[src/rtl/rram_pkg.sv]
// rram_pkg
// Shared definitions for the RRAM array emulator: line drive codes
// (pair {IN0,IN1}), the controller state enum, counter width and the
// saturating 3-bit helper used by the per-column MAC popcount.
package rram_pkg;

    localparam logic [1:0] WL_DRV   = 2'b01;  // word line write / MAC drive
    localparam logic [1:0] WL_RD    = 2'b00;  // word line read select
    localparam logic [1:0] LINE_GND = 2'b11;
    localparam logic [1:0] BL_SET   = 2'b00;
    localparam logic [1:0] BL_PRE   = 2'b01;
    localparam logic [1:0] SL_RST   = 2'b01;

    localparam int CNT_W = 8;

    typedef enum logic [1:0] {
        ST_IDLE     = 2'd0,
        ST_WRITE    = 2'd1,
        ST_READ_PRE = 2'd2,
        ST_MAC_CONV = 2'd3
    } state_t;

    function automatic logic [2:0] sat3(input int n);
        return (n > 7) ? 3'd7 : n[2:0];
    endfunction

endpackage

[src/rtl/rram_array_emulator_if.sv]
// rram_array_emulator_if
// Line-driver / sense / ADC bundle of the RRAM array emulator.
//   master : drives enables, precharge, sense/ADC enables and line codes
//   slave  : returns CSA row data, 3-bit MAC codes, ADC_VALID and ERR_FLAG
interface rram_array_emulator_if #(
    parameter int ARRAY_SIZE = 16
);
    logic                  ENABLE_WL;
    logic                  ENABLE_SL;
    logic                  ENABLE_BL;
    logic                  PRE;
    logic                  SAEN_CSA;
    logic [1:0]            CLK_EN_ADC;
    logic [ARRAY_SIZE-1:0] IN0_WL;
    logic [ARRAY_SIZE-1:0] IN1_WL;
    logic [ARRAY_SIZE-1:0] IN0_BL;
    logic [ARRAY_SIZE-1:0] IN1_BL;
    logic [ARRAY_SIZE-1:0] IN0_SL;
    logic [ARRAY_SIZE-1:0] IN1_SL;
    logic [ARRAY_SIZE-1:0] CSA;
    logic [ARRAY_SIZE-1:0] ADC_OUT0;
    logic [ARRAY_SIZE-1:0] ADC_OUT1;
    logic [ARRAY_SIZE-1:0] ADC_OUT2;
    logic                  ADC_VALID;
    logic                  ERR_FLAG;

    modport master (
        output ENABLE_WL, ENABLE_SL, ENABLE_BL, PRE, SAEN_CSA, CLK_EN_ADC,
        output IN0_WL, IN1_WL, IN0_BL, IN1_BL, IN0_SL, IN1_SL,
        input  CSA, ADC_OUT0, ADC_OUT1, ADC_OUT2, ADC_VALID, ERR_FLAG
    );

    modport slave (
        input  ENABLE_WL, ENABLE_SL, ENABLE_BL, PRE, SAEN_CSA, CLK_EN_ADC,
        input  IN0_WL, IN1_WL, IN0_BL, IN1_BL, IN0_SL, IN1_SL,
        output CSA, ADC_OUT0, ADC_OUT1, ADC_OUT2, ADC_VALID, ERR_FLAG
    );

endinterface

[src/rtl/rram_col_popcount.sv]
// rram_col_popcount
// Counts the active cells of one column and saturates the result to 3 bits.
//   i_bits  : column cells already masked by the active-row mask
//   o_count : min(popcount(i_bits), 7)
module rram_col_popcount
    import rram_pkg::*;
#(
    parameter int ARRAY_SIZE = 16
) (
    input  logic [ARRAY_SIZE-1:0] i_bits,
    output logic [2:0]            o_count
);

    always_comb begin
        o_count = sat3($countones(i_bits));
    end

endmodule

[src/rtl/rram_array_emulator.sv]
// rram_array_emulator
// Behavioural RRAM crossbar: ARRAY_SIZE x ARRAY_SIZE binary cells that are
// written with held SET/RESET pulses, read row-wise through the sense amp and
// summed column-wise (in-memory MAC) through a 3-bit ADC.
//   clk : single clock, all state on rising edge
//   rst : asynchronous active-low reset
//   bus : rram_array_emulator_if slave (line codes in, CSA/ADC/ERR out)
//
// state       | meaning
// ------------+-----------------------------------------------------------
// ST_IDLE     | waiting for a write, read-precharge or MAC request
// ST_WRITE    | write pattern held; counting pulse cycles toward commit
// ST_READ_PRE | bit lines precharged, read rows latched, waiting for sense
// ST_MAC_CONV | active rows latched, ADC latency counting down
module rram_array_emulator
    import rram_pkg::*;
#(
    parameter int ARRAY_SIZE         = 16,
    parameter int WRITE_PULSE_CYCLES = 2,
    parameter int ADC_LATENCY        = 2
) (
    input logic                 clk,
    input logic                 rst,
    rram_array_emulator_if.slave bus
);

    localparam int IDX_W = $clog2(ARRAY_SIZE);
    localparam logic [CNT_W-1:0] WR_LAST  = CNT_W'(WRITE_PULSE_CYCLES - 1);
    localparam logic [CNT_W-1:0] MAC_LOAD = CNT_W'(ADC_LATENCY - 1);

    state_t                                r_state;
    logic [CNT_W-1:0]                      r_cnt;
    logic [ARRAY_SIZE-1:0][ARRAY_SIZE-1:0] r_cell;   // [row][col]
    logic [ARRAY_SIZE-1:0]                 r_mask;   // read rows or MAC rows
    logic [IDX_W-1:0]                      r_row;
    logic [IDX_W-1:0]                      r_col;
    logic                                  r_pol;    // 1 = SET, 0 = RESET
    logic [ARRAY_SIZE-1:0]                 r_csa;
    logic [ARRAY_SIZE-1:0]                 r_adc0;
    logic [ARRAY_SIZE-1:0]                 r_adc1;
    logic [ARRAY_SIZE-1:0]                 r_adc2;
    logic                                  r_valid;
    logic                                  r_err;

    logic [ARRAY_SIZE-1:0] w_wl_drv;
    logic [ARRAY_SIZE-1:0] w_wl_rd;
    logic [ARRAY_SIZE-1:0] w_bl_pre;
    logic [ARRAY_SIZE-1:0] w_col_set;
    logic [ARRAY_SIZE-1:0] w_col_rst;
    logic [ARRAY_SIZE-1:0] w_col_gnd;
    logic [ARRAY_SIZE-1:0] w_col_sel;
    logic [ARRAY_SIZE-1:0] w_rd_or;
    logic [ARRAY_SIZE-1:0] w_adc0;
    logic [ARRAY_SIZE-1:0] w_adc1;
    logic [ARRAY_SIZE-1:0] w_adc2;
    logic [IDX_W-1:0]      w_row;
    logic [IDX_W-1:0]      w_col;
    logic                  w_pol;
    logic                  w_wr_frame;
    logic                  w_wr_ok;
    logic                  w_wr_bad;
    logic                  w_wr_same;
    logic                  w_rd_start;
    logic                  w_sense;
    logic                  w_mac_start;
    logic                  w_rd_multi;

    // Per-line decode; codes outside the named set behave as ground.
    for (genvar i = 0; i < ARRAY_SIZE; i++) begin : g_line
        logic [1:0] w_wl;
        logic [1:0] w_bl;
        logic [1:0] w_sl;
        logic       w_bl_gnd;
        logic       w_sl_gnd;
        assign w_wl      = {bus.IN0_WL[i], bus.IN1_WL[i]};
        assign w_bl      = {bus.IN0_BL[i], bus.IN1_BL[i]};
        assign w_sl      = {bus.IN0_SL[i], bus.IN1_SL[i]};
        assign w_bl_gnd  = (w_bl != BL_SET) && (w_bl != BL_PRE);
        assign w_sl_gnd  = (w_sl != SL_RST);
        assign w_wl_drv[i]  = (w_wl == WL_DRV);
        assign w_wl_rd[i]   = (w_wl == WL_RD);
        assign w_bl_pre[i]  = (w_bl == BL_PRE);
        assign w_col_set[i] = (w_bl == BL_SET) && w_sl_gnd;
        assign w_col_rst[i] = w_bl_gnd && (w_sl == SL_RST);
        assign w_col_gnd[i] = w_bl_gnd && w_sl_gnd;
    end

    assign w_col_sel = w_col_set | w_col_rst;

    always_comb begin
        w_row = '0;
        w_col = '0;
        for (int i = 0; i < ARRAY_SIZE; i++) begin
            if (w_wl_drv[i])  w_row = IDX_W'(i);
            if (w_col_sel[i]) w_col = IDX_W'(i);
        end
    end

    assign w_pol = |w_col_set;

    // A write frame is any all-enabled drive with at least one row and one
    // column selected and every other column idle; it is legal only when
    // exactly one row and one column are selected.
    assign w_wr_frame = bus.ENABLE_WL && bus.ENABLE_SL && bus.ENABLE_BL
                        && (&(w_col_sel | w_col_gnd))
                        && (w_wl_drv != '0) && (w_col_sel != '0);
    assign w_wr_ok    = w_wr_frame && ($countones(w_wl_drv) == 1)
                        && ($countones(w_col_sel) == 1);
    assign w_wr_bad   = w_wr_frame && !w_wr_ok;
    assign w_wr_same  = w_wr_ok && (w_row == r_row) && (w_col == r_col)
                        && (w_pol == r_pol);

    assign w_rd_start  = !bus.ENABLE_WL && !bus.ENABLE_SL && !bus.ENABLE_BL
                         && (&w_bl_pre);
    assign w_sense     = bus.SAEN_CSA && bus.ENABLE_WL && bus.ENABLE_BL
                         && !bus.ENABLE_SL && bus.PRE;
    assign w_mac_start = (bus.CLK_EN_ADC != 2'b00) && bus.ENABLE_WL
                         && bus.ENABLE_BL && !bus.ENABLE_SL;
    assign w_rd_multi  = ($countones(r_mask) > 1);

    always_comb begin
        w_rd_or = '0;
        for (int i = 0; i < ARRAY_SIZE; i++) begin
            if (r_mask[i]) w_rd_or = w_rd_or | r_cell[i];
        end
    end

    for (genvar j = 0; j < ARRAY_SIZE; j++) begin : g_col
        logic [ARRAY_SIZE-1:0] w_bits;
        logic [2:0]            w_code;
        for (genvar i = 0; i < ARRAY_SIZE; i++) begin : g_bit
            assign w_bits[i] = r_cell[i][j] & r_mask[i];
        end
        rram_col_popcount #(
            .ARRAY_SIZE (ARRAY_SIZE)
        ) u_popcount (
            .i_bits  (w_bits),
            .o_count (w_code)
        );
        assign w_adc0[j] = w_code[2];
        assign w_adc1[j] = w_code[1];
        assign w_adc2[j] = w_code[0];
    end

    always_ff @(posedge clk or negedge rst) begin
        if (!rst) begin
            r_state <= ST_IDLE;
            r_cnt   <= '0;
            r_cell  <= '0;
            r_mask  <= '0;
            r_row   <= '0;
            r_col   <= '0;
            r_pol   <= 1'b0;
            r_csa   <= '0;
            r_adc0  <= '0;
            r_adc1  <= '0;
            r_adc2  <= '0;
            r_valid <= 1'b0;
            r_err   <= 1'b0;
        end else begin
            r_valid <= 1'b0;
            case (r_state)
                ST_IDLE: begin
                    if (w_wr_bad) r_err <= 1'b1;
                    if (w_wr_ok) begin
                        r_state <= ST_WRITE;
                        r_cnt   <= CNT_W'(1);
                        r_row   <= w_row;
                        r_col   <= w_col;
                        r_pol   <= w_pol;
                    end else if (w_mac_start) begin
                        r_state <= ST_MAC_CONV;
                        r_cnt   <= MAC_LOAD;
                        r_mask  <= w_wl_drv;
                    end else if (w_rd_start) begin
                        r_state <= ST_READ_PRE;
                        r_mask  <= w_wl_rd;
                    end
                end
                ST_WRITE: begin
                    if (w_wr_bad) r_err <= 1'b1;
                    if (w_wr_same) begin
                        if (r_cnt >= WR_LAST) begin
                            r_cell[r_row][r_col] <= r_pol;
                            r_cnt   <= '0;
                            r_state <= ST_IDLE;
                        end else begin
                            r_cnt <= r_cnt + CNT_W'(1);
                        end
                    end else begin
                        r_cnt   <= '0;
                        r_state <= ST_IDLE;
                    end
                end
                ST_READ_PRE: begin
                    if (w_sense) begin
                        r_csa   <= w_rd_or;
                        if (w_rd_multi) r_err <= 1'b1;
                        r_state <= ST_IDLE;
                    end
                end
                ST_MAC_CONV: begin
                    if (r_cnt == '0) begin
                        r_adc0  <= w_adc0;
                        r_adc1  <= w_adc1;
                        r_adc2  <= w_adc2;
                        r_valid <= 1'b1;
                        r_state <= ST_IDLE;
                    end else begin
                        r_cnt <= r_cnt - CNT_W'(1);
                    end
                end
                default: r_state <= ST_IDLE;
            endcase
        end
    end

    assign bus.CSA       = r_csa;
    assign bus.ADC_OUT0  = r_adc0;
    assign bus.ADC_OUT1  = r_adc1;
    assign bus.ADC_OUT2  = r_adc2;
    assign bus.ADC_VALID = r_valid;
    assign bus.ERR_FLAG  = r_err;

endmodule

[src/flat_wrapper.sv]
// flat-port wrapper written by rule: the top's interface ports become plain ports
module rram_array_emulator_flat import rram_pkg::*;
#(
    parameter int ARRAY_SIZE         = 16,
    parameter int WRITE_PULSE_CYCLES = 2,
    parameter int ADC_LATENCY        = 2
)
  (clk, rst, bus_ENABLE_WL, bus_ENABLE_SL, bus_ENABLE_BL, bus_PRE, bus_SAEN_CSA, bus_CLK_EN_ADC, bus_IN0_WL, bus_IN1_WL, bus_IN0_BL, bus_IN1_BL, bus_IN0_SL, bus_IN1_SL, bus_CSA, bus_ADC_OUT0, bus_ADC_OUT1, bus_ADC_OUT2, bus_ADC_VALID, bus_ERR_FLAG);
  rram_array_emulator_if #(.ARRAY_SIZE(ARRAY_SIZE)) bus_i ();
  input logic clk;
  input logic rst;
  input wire logic [$bits(bus_i.ENABLE_WL)-1:0] bus_ENABLE_WL;
  input wire logic [$bits(bus_i.ENABLE_SL)-1:0] bus_ENABLE_SL;
  input wire logic [$bits(bus_i.ENABLE_BL)-1:0] bus_ENABLE_BL;
  input wire logic [$bits(bus_i.PRE)-1:0] bus_PRE;
  input wire logic [$bits(bus_i.SAEN_CSA)-1:0] bus_SAEN_CSA;
  input wire logic [$bits(bus_i.CLK_EN_ADC)-1:0] bus_CLK_EN_ADC;
  input wire logic [$bits(bus_i.IN0_WL)-1:0] bus_IN0_WL;
  input wire logic [$bits(bus_i.IN1_WL)-1:0] bus_IN1_WL;
  input wire logic [$bits(bus_i.IN0_BL)-1:0] bus_IN0_BL;
  input wire logic [$bits(bus_i.IN1_BL)-1:0] bus_IN1_BL;
  input wire logic [$bits(bus_i.IN0_SL)-1:0] bus_IN0_SL;
  input wire logic [$bits(bus_i.IN1_SL)-1:0] bus_IN1_SL;
  output wire logic [$bits(bus_i.CSA)-1:0] bus_CSA;
  output wire logic [$bits(bus_i.ADC_OUT0)-1:0] bus_ADC_OUT0;
  output wire logic [$bits(bus_i.ADC_OUT1)-1:0] bus_ADC_OUT1;
  output wire logic [$bits(bus_i.ADC_OUT2)-1:0] bus_ADC_OUT2;
  output wire logic [$bits(bus_i.ADC_VALID)-1:0] bus_ADC_VALID;
  output wire logic [$bits(bus_i.ERR_FLAG)-1:0] bus_ERR_FLAG;
  assign bus_i.ENABLE_WL = bus_ENABLE_WL;
  assign bus_i.ENABLE_SL = bus_ENABLE_SL;
  assign bus_i.ENABLE_BL = bus_ENABLE_BL;
  assign bus_i.PRE = bus_PRE;
  assign bus_i.SAEN_CSA = bus_SAEN_CSA;
  assign bus_i.CLK_EN_ADC = bus_CLK_EN_ADC;
  assign bus_i.IN0_WL = bus_IN0_WL;
  assign bus_i.IN1_WL = bus_IN1_WL;
  assign bus_i.IN0_BL = bus_IN0_BL;
  assign bus_i.IN1_BL = bus_IN1_BL;
  assign bus_i.IN0_SL = bus_IN0_SL;
  assign bus_i.IN1_SL = bus_IN1_SL;
  assign bus_CSA = bus_i.CSA;
  assign bus_ADC_OUT0 = bus_i.ADC_OUT0;
  assign bus_ADC_OUT1 = bus_i.ADC_OUT1;
  assign bus_ADC_OUT2 = bus_i.ADC_OUT2;
  assign bus_ADC_VALID = bus_i.ADC_VALID;
  assign bus_ERR_FLAG = bus_i.ERR_FLAG;
  rram_array_emulator #(.ARRAY_SIZE(ARRAY_SIZE), .WRITE_PULSE_CYCLES(WRITE_PULSE_CYCLES), .ADC_LATENCY(ADC_LATENCY)) u_core (.clk(clk), .rst(rst), .bus(bus_i));
endmodule
[config.mk]
export PLATFORM = sky130hd
export DESIGN_NAME = rram_array_emulator_flat
export DESIGN_NICKNAME = d
export VERILOG_FILES = /design/src/rtl/rram_pkg.sv /design/src/rtl/rram_array_emulator_if.sv /design/src/rtl/rram_col_popcount.sv /design/src/rtl/rram_array_emulator.sv /design/src/flat_wrapper.sv
export SDC_FILE = /design/constraint.sdc
export NUM_CORES = 1
export LEC_CHECK = 0
export CAP_MARGIN = 30
export CORE_ASPECT_RATIO = 0.6
export CORE_MARGIN = 2
export CORE_UTILIZATION = 25
export DETAILED_ROUTE_END_ITERATION = 7
export GPL_ROUTABILITY_DRIVEN = 0
export HOLD_SLACK_MARGIN = 0.08
export PLACE_DENSITY = 0.4
export SYNTH_ARGS = -nofsm -noshare
export SYNTH_HDL_FRONTEND = slang
export SYNTH_SLANG_ARGS = --single-unit
[constraint.sdc]
create_clock -name clk -period 13.3 [get_ports clk]
set_input_delay 2.66 -clock clk [delete_from_list [all_inputs] [get_ports clk]]
set_output_delay 2.66 -clock clk [all_outputs]
set_load 0.01 [all_outputs]
### After elaboration in Yosys (flattened, before gate mapping)

Cells that the tools add are included.

* bits in registers: 357
* input bits: 105
* output and inout bits: 66
* logic and storage cells: 955

* add/subtract/negate cells: 287
* $lt $le $gt $ge: 22
* eq/ne operators: 96
* mux-type cells: 89
* bitwise logic cells: 274
* reductions and logical operators: 159

Operators with widths (number)
* adder 32 bit: 21
* adder 32 x 2 -> 32 bit: 16
* adder 32 x 3 -> 32 bit: 16
* adder 32 x 4 -> 32 bit: 16
* greater-than comparator 32 x 4 -> 1 bit, second input constant: 16
* adder 1 x 1 -> 2 bit: 152
* 2-to-1 mux 16 bit: 19
* bitwise OR 16 bit: 17
* AND 1 bit: 256
* bitwise mux 256 bit: 1
* adder 2 x 2 -> 3 bit: 48
* 2-to-1 mux 4 bit: 28
* equality test 2 x 1 -> 1 bit, second input constant: 49
* logical AND 1 bit: 87
* inequality test 2 x 1 -> 1 bit, second input constant: 36
* zero test 2 bit: 33
* adder 3 x 3 -> 4 bit: 16
* demux 16 bit (select 4 bit): 1
* equality test 32 x 2 -> 1 bit, second input constant: 2
* 2-to-1 mux 3 bit: 16
* 2-to-1 mux 8 bit: 5
* nonzero test 2 bit: 19
* greater-than comparator 32 x 2 -> 1 bit, second input constant: 1
* AND reduction 16 bit: 2
* 28 further kinds: 54

### Depth between registers and ports, before layout

* word-level depth: 31
* mapped depth: 24
* gate-level depth less buffers: 22

### By module

A second synthesis with hierarchy kept.

* cell total of the unflattened synthesis: 2809
* area total of the unflattened synthesis: 27660.3 µm²

Modules (own cells, without submodules)
* rram_array_emulator: times used 1, cells an instance 2137, area an instance 21474.3 µm², seq. area each 8933.6 µm²
* rram_col_popcount: times used 16, cells an instance 42, area an instance 386.6 µm², seq. area each 0.0 µm²

### Worst setup path after synthesis

Ideal clock, no wire load.

* kind: input-to-reg
* start: input port bus_IN0_SL[14]
* end: register u_core.r_cell[17] in the netlist's numbering
* setup time: 127 ps
* data arrival time: 8432 ps
* required time: 13173 ps
* setup slack: 4741 ps
* stages: 22
* buffers on the path: 2
* path through: nand2b_1 > mux2i_2 > inv_1 > ha_1 > fa_1 > inv_1 > fa_1 > fa_1 > inv_1 > fa_1 > ha_1 > fa_1 > nor4_1 > o2111ai_1 > a221o_1 > nor3_1 > nand4_1 > a2111oi_4 > buf_2 > buf_4 > nand4_1 > mux2_1

* longest elaborated chain between the ends: 14
* elaborated cells between the ends (all ways): 28
* those cells by class: 4 x add/sub; 5 x eq/ne; 2 x mux; 2 x bitwise; 15 x reduce/logical

RTL lines
* start: declaration: line flat_wrapper.sv:22 `input wire logic [$bits(bus_i.IN0_SL)-1:0] bus_IN0_SL;`
* parallel branches: the longest is 12 deep, another holds adder 32 bit
* logical AND 1 bit *: line rram_array_emulator.sv:111 `&& (w_pol == r_pol);`
* AND reduction 3 bit (no line) *
* end signal: indexed assignment: line rram_array_emulator.sv:184 `r_cell[r_row][r_col] <= r_pol;`
* end: declaration: line rram_array_emulator.sv:33 `logic [ARRAY_SIZE-1:0][ARRAY_SIZE-1:0] r_cell;`

Mark *: on every way between the ends.
A chain may end at the register's enable or synchronous reset.

### Worst setup path in the final report

* start: input port bus_IN0_SL[14]
* end: register u_core.r_cell[118] in the netlist's numbering

Same word-level chain as after synthesis.

==> results by group <==
Outcome
  • Result of the run: completed

Route
  • Total iterations of the first detailed-routing run: 5
  • Average detailed-routed wire length per instance: 23.5 um
  • Number of vias after detailed routing: 22,500
  • Violation count after the first detailed-route iteration: 1,962
  • Aggregate routed wire length: 104,000 um
  • DR DRC count: 0
  • Ratio of routed vias to standard cells: 5.09
  • Post-detailed-route count of antenna-violating nets: 0

Floorplanning
  • Die extent in x: 433 um
  • Core Box Area: 109,000 sq um
  • Area enclosed by the die boundary: 113,000 sq um
  • Die height: 261 um
  • IO Pins: 171
  • Initial cell density of the core: 25.2%
  • Number of rows in the core area: 94

STA
  • Post-route minimum period: 9760 ps
  • Share of the cycle needed by the critical path after routing: 73.4%
  • Final clock skew: 32.5 ps
  • Max-slew violations: 0
  • Slew of the pin with the lowest slew margin: 1130 ps
  • Final setup violation count: 0
  • Worst slew margin relative to its limit: 24.5%
  • Maximum operating frequency: 0.102 GHz
  • Unrepaired setup endpoints after global routing: false
  • Worst path setup slack after routing: 3540 ps
  • Sum of negative setup slack: 0 ps
  • Final Hold Vio Count: 0

Clock network
  • Clock tree from TritonCTS: built
  • Buffer depth of the longest clock path: 3
  • Number of buffers added by the clock tree synthesis step: 43
  • Clock-pin slew on the worst setup and hold paths: 60 ps
  • Cell chosen for the clock root: sky130_fd_sc_hd__clkbuf_16
  • Number of buffers added for setup after CTS: 0
  • Cts hold-fix bufs: 0
  • # resized after CTS: 0
  • Clock Sink Count: 357
  • CTS HTree Levels: 2
  • Latest clock arrival within the worst-skew pair: 610 ps

Global route
  • Pin count of the biggest net entering global routing: 179
  • All-layer global routing usage: 18.4%
  • Number of antenna violations at the first check in global routing: 14
  • Via count of the first global-routing pass: 23,200
  • Total gr overflow: 0
  • Global-route wire length before repair: 157,000 um

Synth
  • Share of synthesized flip-flops with an asynchronous set or reset: 100%
  • Net count after synthesis: 3,291
  • Count of mapped cells out of synthesis: 2,852
  • Total of flip-flops plus latches after synthesis: 357
  • Part of the Yosys area used for sequential elements: 32.4%
  • Library cells used by synthesis: 62
  • Count of flip-flops with a built-in enable after synthesis: 0
  • Yosys warnings: 0
  • Post-Syn Area per Cell: 9.66 sq um
  • Most used flip-flop cell after synthesis: sky130_fd_sc_hd__dfrtp_1
  • Netlist area before placement: 27,600 sq um

Final layout
  • Area growth syn-to-layout: 16.8%
  • Most used cells in the layout excluding fill and tap cells: sky130_fd_sc_hd__dfrtp_1, sky130_fd_sc_hd__nand4_1, sky130_fd_sc_hd__nand2_1
  • Post-layout utilization of the core: 29.4%
  • # nets final: 3,331
  • Most common library cell in the layout ignoring fill and taps: sky130_fd_sc_hd__dfrtp_1
  • Count of fill cells added during filler insertion: 11,400
  • Share of layout cells above drive strength 1: 11.4%

Placed design
  • Pre-CTS WS: 3000 ps
  • Post-detailed-placement half-perimeter wirelength: 65,300 um
  • Count of port buffers added during placement: 170

Power
  • Worst ir drop on vdd: 0.000105 V
  • Static leakage: 0.0150 uW
  • Power per cell area: 132 nW/um^2

Worst setup path
  • Critical Path End Type: flop
  • Required time at the worst-slack endpoint: 13,770 ps
  • Highest fanout seen on the critical path: 146
  • Arrival time of the worst setup path: 10,220 ps
  • Setup crit start kind: input pin
  • Start-to-end type of the worst setup path: in2reg

Flow run
  • Max-cap violations: 0

Worst hold path
  • Hold Crit Class: reg2reg
-- metrics by stage --
step,cell area [sq um],hold WS (ps),cells,power (uW)
after CTS,32100,483,4410,4320
after global placement,30700,444,4323,3070
after floorplan,27600,456,2852,2220
after detailed placement,30800,466,4333,3110
after global routing,32200,508,4413,4530
final,32200,482,4420,4260
-- final cells by class --
cell class / count / area [sq um] / share of cell area, %
Inverter: 228 / 856 / 2.66
Sequential cell: 357 / 8950 / 27.8
Tap cell: 1488 / 1860 / 5.78
Multi-Input combinational cell: 2037 / 16900 / 52.6
Timing Repair Buffer: 225 / 2250 / 6.99
Clock buffer: 56 / 1200 / 3.72
Antenna cell: 8 / 20.0 / 0.0622
Clock inverter: 21 / 135 / 0.420
-- worst paths after layout --
path,from,to,slack (ps),cells past startpoint
setup / recovery,bus_IN0_SL[14],u_core.r_cell[118],3540,22
hold / removal,u_core.r_mask[8],u_core.r_mask[8],480,2
setup reg to reg,u_core.r_mask[0],u_core.bus.ADC_OUT1[10],8130,14
hold reg to reg,u_core.r_mask[8],u_core.r_mask[8],480,2
max in group asynchronous,rst,u_core.r_cell[164],9160,3
min in group asynchronous,rst,u_core.bus.CSA[3],2010,1
-- state kept, by name, summed over array words and instances, names as in the netlist --
register and cells:
u_core.r_cnt 8, u_core.r_col 4, u_core.bus.CSA 16, u_core.bus.ERR_FLAG 1, u_core.r_pol 1, u_core.r_mask 16, u_core.r_state 2, u_core.bus.ADC_VALID 1
u_core.bus.ADC_OUT2 16, u_core.bus.ADC_OUT0 16, u_core.r_row 4, u_core.r_cell 256, u_core.bus.ADC_OUT1 16
-- metal layers --
layer | global-route usage (%) | part of all wire (%)
met5 | 0 | 0
met4 | 3.59 | 1.9
met3 | 2.71 | 6.0
met2 | 28.1 | 43
met1 | 27.5 | 49
-- cells in the mapped netlist (33+ instances only) --
library cell,count,area [sq um]
sky130_fd_sc_hd__clkbuf_1,153,574
sky130_fd_sc_hd__a21oi_1,87,435
sky130_fd_sc_hd__inv_1,225,845
sky130_fd_sc_hd__nor2_1,120,450
sky130_fd_sc_hd__mux2_1,120,1350
sky130_fd_sc_hd__nor3_1,37,185
sky130_fd_sc_hd__mux2_2,159,1790
sky130_fd_sc_hd__nand2b_1,33,206
sky130_fd_sc_hd__and3_1,259,1620
sky130_fd_sc_hd__nand2_1,298,1120
sky130_fd_sc_hd__xor2_1,33,289
sky130_fd_sc_hd__nand4_1,316,1980
sky130_fd_sc_hd__buf_2,53,265
sky130_fd_sc_hd__dfrtp_1,357,8930
sky130_fd_sc_hd__fa_1,193,3860
sky130_fd_sc_hd__ha_1,141,1760
-- logic make-up after synthesis --
| kind of cell | Yosys count | share of synthesized area [%] |
|---|---|---|
| buffers and inverters | 458 | 6.78 |
| adders and majority gates | 334 | 20.4 |
| and+or+nand+nor | 1188 | 23.1 |
| muxes | 295 | 12.0 |
| DFF | 357 | 32.4 |
| AOI/OAI and AO/OA | 185 | 4.09 |
| xor gates and xnor gates | 35 | 1.11 |
-- report_power, final --
group / switching (uW) / total (uW) / internal [uW]
Combinational: 1080 / 1650 / 570
Sequential: 207 / 1430 / 1220
Clock: 547 / 1180 / 638
-- critical path, stage by stage --
cell and delay (ps):
sky130_fd_sc_hd__clkdlybuf4s50_1 440, sky130_fd_sc_hd__nand2b_1 180, sky130_fd_sc_hd__mux2i_2 430, sky130_fd_sc_hd__inv_1 130
sky130_fd_sc_hd__ha_1 250, sky130_fd_sc_hd__fa_1 550, sky130_fd_sc_hd__inv_1 60, sky130_fd_sc_hd__fa_1 520
sky130_fd_sc_hd__fa_1 560, sky130_fd_sc_hd__inv_1 60, sky130_fd_sc_hd__fa_1 480, sky130_fd_sc_hd__ha_1 250
sky130_fd_sc_hd__fa_1 440, sky130_fd_sc_hd__nor4_1 300, sky130_fd_sc_hd__o2111ai_1 140, sky130_fd_sc_hd__a221o_1 310
sky130_fd_sc_hd__nor3_1 370, sky130_fd_sc_hd__nand4_1 200, sky130_fd_sc_hd__a2111oi_4 570, sky130_fd_sc_hd__buf_12 520
sky130_fd_sc_hd__nand4_1 220, sky130_fd_sc_hd__mux2_1 380
Power figures use the tool's default switching activity.
